`src/rtl/pipe_slice_reg.sv`:
```
// Elastic two-entry skid register between series-evaluator datapath stages.
// With SEED=1 it heads the pipeline: x passes through and num/sum/overflow/i are seeded.
module pipe_slice_reg #(
  parameter bit          SEED     = 1'b0,
  parameter logic [31:0] NUM_INIT = 32'h7FFF_FFFF,
  parameter logic [31:0] SUM_INIT = 32'h0000_0000
) (
  input  logic               clk,
  input  logic               rst,
  input  logic               flush,
  input  logic               in_valid,
  output logic               in_ready,
  input  logic signed [31:0] in_x,
  input  logic signed [31:0] in_num,
  input  logic signed [31:0] in_sum,
  input  logic               in_overflow,
  input  logic [2:0]         in_i,
  output logic               out_valid,
  input  logic               out_ready,
  output logic signed [31:0] out_x,
  output logic signed [31:0] out_num,
  output logic signed [31:0] out_sum,
  output logic               out_overflow,
  output logic [2:0]         out_i
);

  localparam int DATA_W = 32;

  typedef struct packed {
    logic [DATA_W-1:0] x;
    logic [DATA_W-1:0] num;
    logic [DATA_W-1:0] sum;
    logic              ovf;
    logic [2:0]        i;
  } bundle_t;

  typedef enum logic [1:0] {EMPTY, ONE, FULL} state_e;

  state_e  state_q;
  bundle_t main_q;
  bundle_t skid_q;
  bundle_t in_b;
  logic    accept;
  logic    emit;

  // The head stage keeps only x; the remaining fields start the series.
  function automatic bundle_t capture(
    input logic [DATA_W-1:0] x,
    input logic [DATA_W-1:0] num,
    input logic [DATA_W-1:0] sum,
    input logic              ovf,
    input logic [2:0]        i
  );
    bundle_t b;
    b.x = x;
    if (SEED) begin
      b.num = NUM_INIT;
      b.sum = SUM_INIT;
      b.ovf = 1'b0;
      b.i   = 3'b000;
    end else begin
      b.num = num;
      b.sum = sum;
      b.ovf = ovf;
      b.i   = i;
    end
    return b;
  endfunction

  assign in_b      = capture(in_x, in_num, in_sum, in_overflow, in_i);
  assign out_valid = (state_q != EMPTY);
  assign in_ready  = (state_q != FULL) & ~rst;
  assign accept    = in_valid & in_ready;
  assign emit      = out_valid & out_ready;

  always_ff @(posedge clk or posedge rst) begin
    if (rst) begin
      state_q <= EMPTY;
      main_q  <= '0;
      skid_q  <= '0;
    end else if (flush) begin
      state_q <= EMPTY;
    end else begin
      case (state_q)
        EMPTY: begin
          if (accept) begin
            main_q  <= in_b;
            state_q <= ONE;
          end
        end
        ONE: begin
          if (accept && emit) begin
            main_q <= in_b;
          end else if (accept) begin
            skid_q  <= in_b;
            state_q <= FULL;
          end else if (emit) begin
            state_q <= EMPTY;
          end
        end
        FULL: begin
          // in_ready is low here, so only the drain path exists.
          if (emit) begin
            main_q  <= skid_q;
            state_q <= ONE;
          end
        end
        default: state_q <= EMPTY;
      endcase
    end
  end

  assign out_x        = main_q.x;
  assign out_num      = main_q.num;
  assign out_sum      = main_q.sum;
  assign out_overflow = main_q.ovf;
  assign out_i        = main_q.i;

endmodule

```
`config.mk`:
```
export PLATFORM = sky130hd
export DESIGN_NAME = pipe_slice_reg
export DESIGN_NICKNAME = d
export VERILOG_FILES = /design/src/rtl/pipe_slice_reg.sv
export SDC_FILE = /design/constraint.sdc
export NUM_CORES = 1
export LEC_CHECK = 0
export ABC_AREA = 1
export BUFFER_PORTS_ARGS = -buffer_cell sky130_fd_sc_hd__buf_2
export CORE_MARGIN = 3
export CORE_UTILIZATION = 40
export CTS_CLUSTER_SIZE = 8
export DETAILED_ROUTE_END_ITERATION = 8
export MAX_ROUTING_LAYER = met4
export PLACE_DENSITY = 0.59
export SLEW_MARGIN = 25
export SYNTH_ARGS = -nofsm -noshare
export SYNTH_HDL_FRONTEND = slang
export SYNTH_SLANG_ARGS = --single-unit
```
`constraint.sdc`:
```
create_clock -name clk -period 10.84 [get_ports clk]
set_input_delay 1.084 -clock clk [delete_from_list [all_inputs] [get_ports clk]]
set_output_delay 1.084 -clock clk [all_outputs]
set_load 0.01 [all_outputs]
```
---- Word level (Yosys, flattened, before mapping) ----
Cells that the tools add are included.
word-level totals
  register bits ........................... 202
  input bits .............................. 105
  output and inout bits ................... 102
  word-level logic and storage cells ...... 45
cells by class
  equal/unequal tests ..................... 10
  mux-type cells .......................... 11
  bitwise operators ....................... 6
  reduce and logical (&&, ||, !) cells .... 7
operator list
  kind                number
  $mux 100            3
  $pmux 100 s3        1
  $mux 2              6
  $ne 3x3->1 const B  3
  $ne 2x2->1 const B  4
  $reduce_and 4->1    2
  $pmux 2 s3          1
  $reduce_and 5->1    1
  $ne 4x4->1 const B  1
  $and 1x1->1         3
  $not 1->1           3
  $reduce_bool 3->1   1
  $eq 2x1->1 const B  1
  $eq 2x2->1 const B  1
  $logic_not 2->1     1
  $reduce_bool 2->1   1
  $logic_and 1x1->1   1

---- Logic depth before layout (Yosys ltp) ----
Gate-level depths: netlist of the first run.
  depth in word-level cells ............... 7
  mapped depth ............................ 9
  depth with buffers taken out ............ 9

---- Worst setup path before layout of the first run ----
No wires, ideal clock.
  path type ............................... input-to-reg
  start ................................... input rst
  end ..................................... register skid_q[10] in the netlist's numbering
  setup time .............................. 0.118 ns
  arrival ................................. 6.974 ns
  required time ........................... 10.722 ns
  path slack .............................. 3.748 ns
  stages on the path ...................... 8
  buffers on the path ..................... 2
  path through ............................ inv_1 nand3_2 nor3_4 nand2_2 buf_2 buf_2 nand2_1 o21ai_2
between the ends
  word-level cells in the longest chain between the ends .. 6
ends and longest elaborated chain
  item                          line  RTL
  from (decl)                   9     input logic rst,
  $not 1->1 *                   72    assign in_ready = (state_q != FULL) & ~rst;
  $and 1x1->1 *                 72
  $and 1x1->1 *                 73    assign accept = in_valid & in_ready;
  $logic_and 1x1->1             92    if (accept && emit) begin
  $not 1->1 (no line)           --
  $reduce_and 4->1 (no line) *  --
  to (signal assigned)          95    skid_q <= in_b;
  to (decl)                     41    bundle_t skid_q;
Mark *: on every way between the ends. The rest lies on a longest branch, timed or not.
A chain may end at the register's enable or synchronous reset.

---- Worst setup path in the final report of the first run ----
  start ................................... input rst
  end ..................................... register skid_q[12] in the netlist's numbering
The elaborated chain is that of the path after synthesis.

==> results of run 1 <==
## final timing paths
kind | endpoint | slack (ns) | cells past startpoint
max | skid_q[12]$_DFFE_PP0P_ | 7.45 | 9
min | skid_q[65]$_DFFE_PP0P_ | 0.47 | 2
max reg2reg | skid_q[12]$_DFFE_PP0P_ | 7.53 | 9
min reg2reg | skid_q[65]$_DFFE_PP0P_ | 0.47 | 2
max in group asynchronous | out_num[22]$_DFFE_PP0P_ | 8.81 | 4
min in group asynchronous | out_sum[30]$_DFFE_PP0P_ | 0.74 | 2
## cell type report
| class | count | area share |
|---|---|---|
| flip-flops and latches | 202 | 0.4768 |
| multi-input cells | 631 | 0.2864 |
| repair buffers | 213 | 0.1082 |
| clock buffers | 30 | 0.06880 |
| well taps | 275 | 0.03245 |
| inverters | 72 | 0.02620 |
| clock inverters | 1 | 0.0007080 |
| diodes | 2 | 0.0004720 |
## cell usage in the layout, fill, tap and decap left out, types with 3 or more instances in the layout
| master | count |
|---|---|
| buf_16 | 3 |
| buf_2 | 206 |
| buf_4 | 3 |
| clkbuf_16 | 29 |
| dfrtp_1 | 202 |
| inv_1 | 70 |
| mux2i_1 | 36 |
| nand2_1 | 310 |
| nand3_1 | 41 |
| nor2_1 | 5 |
| o21ai_0 | 170 |
| o21ai_1 | 50 |
| o21ai_2 | 10 |
## where the power goes
part | switching, mW | internal, mW
sequential | 0.168 | 1.07
combinational | 0.375 | 0.272
clock | 0.297 | 0.466
## cells by family (layout without fill, tap and decap cells)
family,after synthesis,in the layout,share of synthesized area
buf+inv,137,316,0.06600
mux,36,36,0.04178
flops,202,202,0.5860
compound gates,233,233,0.1397
other cells,0,2,0
simple gates,362,362,0.1665
## worst register-to-register path: stages (launching register included)
cell and delay, ns:
dfrtp_1 0.51, nand2_8 0.41, buf_16 0.39, nand3_2 0.28
nor3_4 0.17, buf_4 0.42, nand2_8 0.34, buf_16 0.36
nand2_1 0.23, o21ai_2 0.06
## per-layer routing
metal | part of all wire | wire length (um) | vias up
li1 | - | - | 3481
met1 | 0.46 | 9462 | 3055
met2 | 0.46 | 9544 | 162
met3 | 0.050 | 1020 | 34
met4 | 0.026 | 528 | 0
met5 | 0 | 0 | -
## registers in the layout (all words and copies together), names as in the netlist
name and count:
out_i 3, state_q 2, out_overflow 1, out_num 32
out_x 32, out_sum 32, skid_q 100
==> results.tsv, run 1 <==
stage	metric	value	unit
floorplan	dieArea	23360	sq um
sta	finalSetupViolations	0	
critical_path	start_kind	input pin	
critical_path	path_class	input pin to flop	
clocking	cts_setup_buffers	0	
sta	max_slew_margin	0.3629	
sta	fin_tns_setup	0	ns
layout	seqCellArea	5055	sq um
synth	avgSynthCellArea	8.893	sq um
floorplan	coreArea	21090	sq um
route	routed_via_density	4.721	
layout	area_delta_synth_final	22.92	%
critical_path	end_kind	flop	
clocking	insertion_delay	0.52	ns
global_route	met1_usage	0.2490	
layout	fin_cells	1426	
critical_path	critical_path.max_stage_delay	0.56	ns
global_route	grt_max_degree	166	
placement	place_inst	1390	
run	max_cap_viol_count	0	
placement	dp_hpwl	12560	um
layout	fin_area	10600	sq um
clocking	clk_pin_slew	0.05	ns
critical_path	crit_buf_inv	4	
route	vias	6732	
synth	synth_warnings	0	
sta	hold_slack	0.4668	ns
sta	fin_skew	0.01626	ns
synth	synth.most_common_cell	nand2_1	
global_route	grt_pass1_wl	34110	um
critical_path	critPathTopFamily	buffers and inverters	
floorplan	start_util	0.4090	
critical_path	critPathArrivalTime	3.77	ns
route	drtPass1Iterations	5	
global_route	antenna_found_initial	2	
global_route	overflow	0	
synth	synthCells	970	
global_route	grt_pass1_vias	6516	
clocking	cts_buffer_depth	3	
critical_path	crit_chain	buf_2 > inv_8 > nand3_2 > nor3_4 > buf_4 > nand2_8 > buf_16 > nand2_1 > o21ai_2	
synth	synth.cell_area	8626	sq um
layout	nFillCells	2038	
pwr	worst_ir_drop_vdd	110.5	uV
global_route	track_usage	0.1796	
placement	post-place-ws	6.761	ns
worst_hold_path	hp-class	flop to flop	
clocking	cts_hold_buffers	0	
route	wl_per_cell	14.41	um
layout	multi_input_area	3037	sq um
synth	yosysSeqAreaShare	0.5860	
synth	ys_ff_latch	202	
global_route	met2_usage	0.2717	
synth	synth_cell_type_count	21	
critical_path	regToRegStartpoint	state_q[1]$_DFFE_PP0P_	
sta	maxSlewViolCount	0	
layout	drive_gt1_frac	0.2263	
synth	synth-edff-count	0	
route	dr.first_iter.drc_count	419	
global_route	met3_usage	0.03143	
sta	final.period_utilization	0.3128	
critical_path	crit_path_start	rst	
clocking	numCtsBuffers	29	
clocking	htreeDepth	1	
critical_path	worst-path-max-fanout	132	
sta	worst_slack	7.449	ns
synth	syn_nets	1075	
pwr	power_density	249.4	nW/um^2
floorplan	die_x	152.9	um
floorplan	die_h	152.9	um
sta	clock.fmax	294.9	MHz
floorplan	num_rows	53	
pwr	p_leak	5.925	nW
synth	async_reset_ff_frac	1.000	
critical_path	crit_required	11.22	ns
layout	nNetsFinal	1254	
synth	ys_top_cells_by_area	dfrtp_1, nand2_1, o21ai_0	
clocking	cts_tree	built	
synth	yosys.area.top_type	dfrtp_1	
outcome	status	finished clean	
critical_path	cpMaxStageDelayCell	inv_8	
placement	io_buffers	206	
route	drc	0	
placement	gp_congestion	0.7867	
pwr	finalPower	2.645	mW
placement	place_area	9778	sq um
clocking	clkSinkCount	202	
floorplan	io_pins	207	
sta	period_needed	3.391	ns
synth	synthFlopType	dfrtp_1	
layout	fin_util	0.5028	
clocking	ctsResizeCount	0	
synth	synth_top_area_share	0.5860	
clocking	cts_root_buffer	clkbuf_16	
route	ant_nets	0	
worst_hold_path	min_from	skid_q[65]$_DFFE_PP0P_	
sta	tightestPinTransition	0.9556	ns
sta	rsz0062_at_grt	no	
route	routed_wl	20560	um
synth	synth_commonest_cells	nand2_1, dfrtp_1, o21ai_0, inv_1, o21ai_1	
global_route	gr-max-usage-layer	met2	
sta	hold_viol	0	
Note: power is estimated with default switching activity, not from simulation.
==> run 2, diff against run 1 <==
- ABC_AREA: 1 -> 0
- clock period: 10.84 -> 3.2 ns (I/O delays scaled with it)
==> run 2 against run 1 <==
Via count fell by 16%. Clock skew down 0.00060 ns. Total power rose to 2.7 times the previous value. Die area down 2.0%. Synthesized cell count decreased by 32%. Sequential cell count is the same. Worst hold slack worse by 0.44 ns. Core utilization increased by 1.7 points. First-iteration DRC count down 31%.
==> results.tsv, run 2 <==
stage	metric	value	unit	change
critical_path	worst-r2r-cell-count	5		-4
global_route	grt_pass1_vias	5815		-11%
synth	yosysSeqAreaShare	0.5983		+0.01224
synth	ys_top_cells_by_area	dfrtp_1, mux2_1, mux2i_1		
floorplan	coreArea	20490	sq um	-2.8%
route	drtPass1Iterations	4		-1
critical_path	critPathTopFamily	simple AND/OR/NAND/NOR gates		
global_route	grt_pass1_wl	29640	um	-13%
worst_hold_path	hold-path-cell-count	2		unchanged
critical_path	critPathArrivalTime	2.67	ns	-1.10 ns
synth	synth_top_area_share	0.5983		+0.01224
sta	tightestPinTransition	0.7248	ns	-0.2308 ns
floorplan	die_x	151.3	um	-0.99%
pwr	power_density	664.5	nW/um^2	+170%
clocking	numCtsBuffers	29		unchanged
floorplan	dieArea	22900	sq um	-2.0%
worst_hold_path	hp-class	input pin to flop		
route	routed_wl	18290	um	-11%
route	vias	5661		-16%
critical_path	critical_path.max_stage_delay	0.61	ns	+0.05 ns
critical_path	cpMaxStageDelayCell	or4b_1		
synth	synth_commonest_cells	dfrtp_1, nor2_1, a21oi_1, mux2i_1, mux2_1		
outcome	status	finished clean		
route	dr.first_iter.drc_count	288		-31%
synth	syn_nets	769		-28%
sta	hold_viol	0		unchanged
synth	yosys.area.top_type	dfrtp_1		
sta	fin_skew	0.01565	ns	-0.0006042 ns
synth	synth.most_common_cell	dfrtp_1		
layout	mostFrequentLayoutCells	buf_2, dfrtp_1, nor2_1		
global_route	track_usage	0.1639		-0.01574
placement	dp_hpwl	11400	um	-9.2%
critical_path	regToRegStartpoint	state_q[0]$_DFFE_PP0P_		
pwr	worst_ir_drop_vdd	368.2	uV	+230%
route	wl_per_cell	15.82	um	+9.8%
layout	antenna_cells	0		-2
synth	avgSynthCellArea	12.72	sq um	+43%
sta	final.period_utilization	0.6953		
global_route	overflow	0		unchanged
synth	synth-edff-count	0		unchanged
floorplan	start_util	0.4123		+0.003229
clocking	ctsResizeCount	0		unchanged
layout	nNetsFinal	990		-21%
floorplan	die_h	151.3	um	-0.99%
critical_path	start_kind	flop		
sta	clock.fmax	449.4	MHz	
clocking	cts_root_buffer	clkbuf_16		
synth	synth.cell_area	8449	sq um	-2.0%
placement	gp_congestion	0.7970		+1.3%
layout	area_delta_synth_final	26.00	%	
critical_path	r2r-end	out_i[0]$_DFFE_PP0P_		
floorplan	io_pins	207		unchanged
sta	rsz0062_at_grt	no		
sta	max_slew_margin	0.5168		+0.1538
sta	worst_slack	0.9749	ns	-6.474 ns
layout	drive_gt1_frac	0.2923		+0.06604
layout	fin_cells	1156		-19%
sta	finalSetupViolations	0		unchanged
placement	io_buffers	206		unchanged
synth	synth_cell_type_count	22		+4.8%
layout	layout_commonest_cell	buf_2		
worst_hold_path	min_from	in_x[16]		
synth	ys_ff_latch	202		unchanged
route	drc	0		unchanged
placement	place_inst	1102		-21%
sta	maxSlewViolCount	0		unchanged
route	routed_via_density	4.897		+3.7%
critical_path	path_class	flop to flop		
clocking	cts_tree	built		
layout	regMostFlops	skid_q		
clocking	htreeDepth	1		unchanged
critical_path	crit_chain	or4b_1 > a31oi_4 > buf_4 > nor2_1 > a21oi_1		
clocking	clk_pin_slew	0.05	ns	about the same
critical_path	r2r_setup_slack	0.97	ns	-6.56 ns
floorplan	num_rows	52		-1.9%
critical_path	worst-path-max-fanout	66		-50%
critical_path	end_kind	flop		
synth	async_reset_ff_frac	1.000		unchanged
global_route	antenna_found_initial	0		-2
clocking	clkSinkCount	202		unchanged
sta	fin_tns_setup	0	ns	unchanged
synth	synthCells	664		-32%
synth	synthFlopType	dfrtp_1		
sta	period_needed	2.225	ns	
placement	post-place-ws	1.050	ns	-5.711 ns
global_route	grt_max_degree	135		-19%
run	max_cap_viol_count	0		unchanged
critical_path	crit_buf_inv	1		-3
clocking	insertion_delay	0.52	ns	about the same
pwr	p_leak	4.838	nW	-18%
layout	largest_reg_flops	100		unchanged
synth	synth_warnings	0		unchanged
critical_path	crit_required	3.64	ns	-7.58 ns
route	ant_nets	0		unchanged
clocking	cts_buffer_depth	3		unchanged
worst_hold_path	min_to	skid_q[84]$_DFFE_PP0P_		
layout	fin_util	0.5195		+0.01669
==> run 2: cell type report <==
class | count | area [sq um]
Fill cell | 1860 | 9848
Clock inverter | 2 | 16.27
Inverter | 1 | 7.507
Timing Repair Buffer | 235 | 1371
Sequential cell | 202 | 5055
Multi-Input combinational cell | 416 | 3129
Tap cell | 270 | 337.8
Clock buffer | 30 | 729.5
==> run 2: per-stage QoR <==
stage	hold slack [ns]	area [sq um]	total power, mW
6_report	0.02263	10650	7.075
2_1_floorplan	0.3835	8453	4.015
3_5_place_dp	0.4808	9663	4.535
4_1_cts	0.0003126	10610	7.215
5_1_grt	0.01181	10650	7.502
3_3_place_gp	0.4729	9663	4.495
==> run 2: worst max-delay path by stage <==
| stage | startpoint | to | slack, ns | cells past startpoint |
|---|---|---|---|---|
| after floorplan | rst | out_i[0]$_DFFE_PP0P_ | 0.26 | 1 |
| after global placement | state_q[0]$_DFFE_PP0P_ | out_sum[2]$_DFFE_PP0P_ | 1.12 | 5 |
| after detailed placement | state_q[0]$_DFFE_PP0P_ | out_x[11]$_DFFE_PP0P_ | 1.05 | 5 |
| after CTS | state_q[1]$_DFFE_PP0P_ | in_ready | 0.99 | 4 |
| after global routing | state_q[0]$_DFFE_PP0P_ | out_sum[2]$_DFFE_PP0P_ | 0.86 | 5 |
| final | state_q[0]$_DFFE_PP0P_ | out_i[0]$_DFFE_PP0P_ | 0.97 | 5 |
==> run 2: kinds of logic after synthesis <==
family	synth area share
flip-flops	0.5983
multiplexers	0.2517
AND/OR/NAND/NOR	0.05435
AO/OA/AOI/OAI	0.06160
buffers and inverters	0.03406
==> run 2: report_power, final <==
group	total (mW)	leakage [nW]	internal, mW	switching (mW)
logic	1.16	2.04	0.555	0.600
registers	3.34	2.44	3.07	0.263
clock network	2.58	0.363	1.58	1.00
==> run 2: routing by layer <==
layer / share of wire / wire length [um] / global-route usage
met1: 0.45 / 8182 / 0.2165
met2: 0.47 / 8573 / 0.2505
met5: 0 / 0 / -
met3: 0.057 / 1040 / 0.03860
met4: 0.027 / 492 / 0.05485
==> run 2: repair_timing <==
action | CTS | global route
hold buffers | 20 | 1
buffers inserted | 0 | 0
hold endpoints to repair | 20 | 18
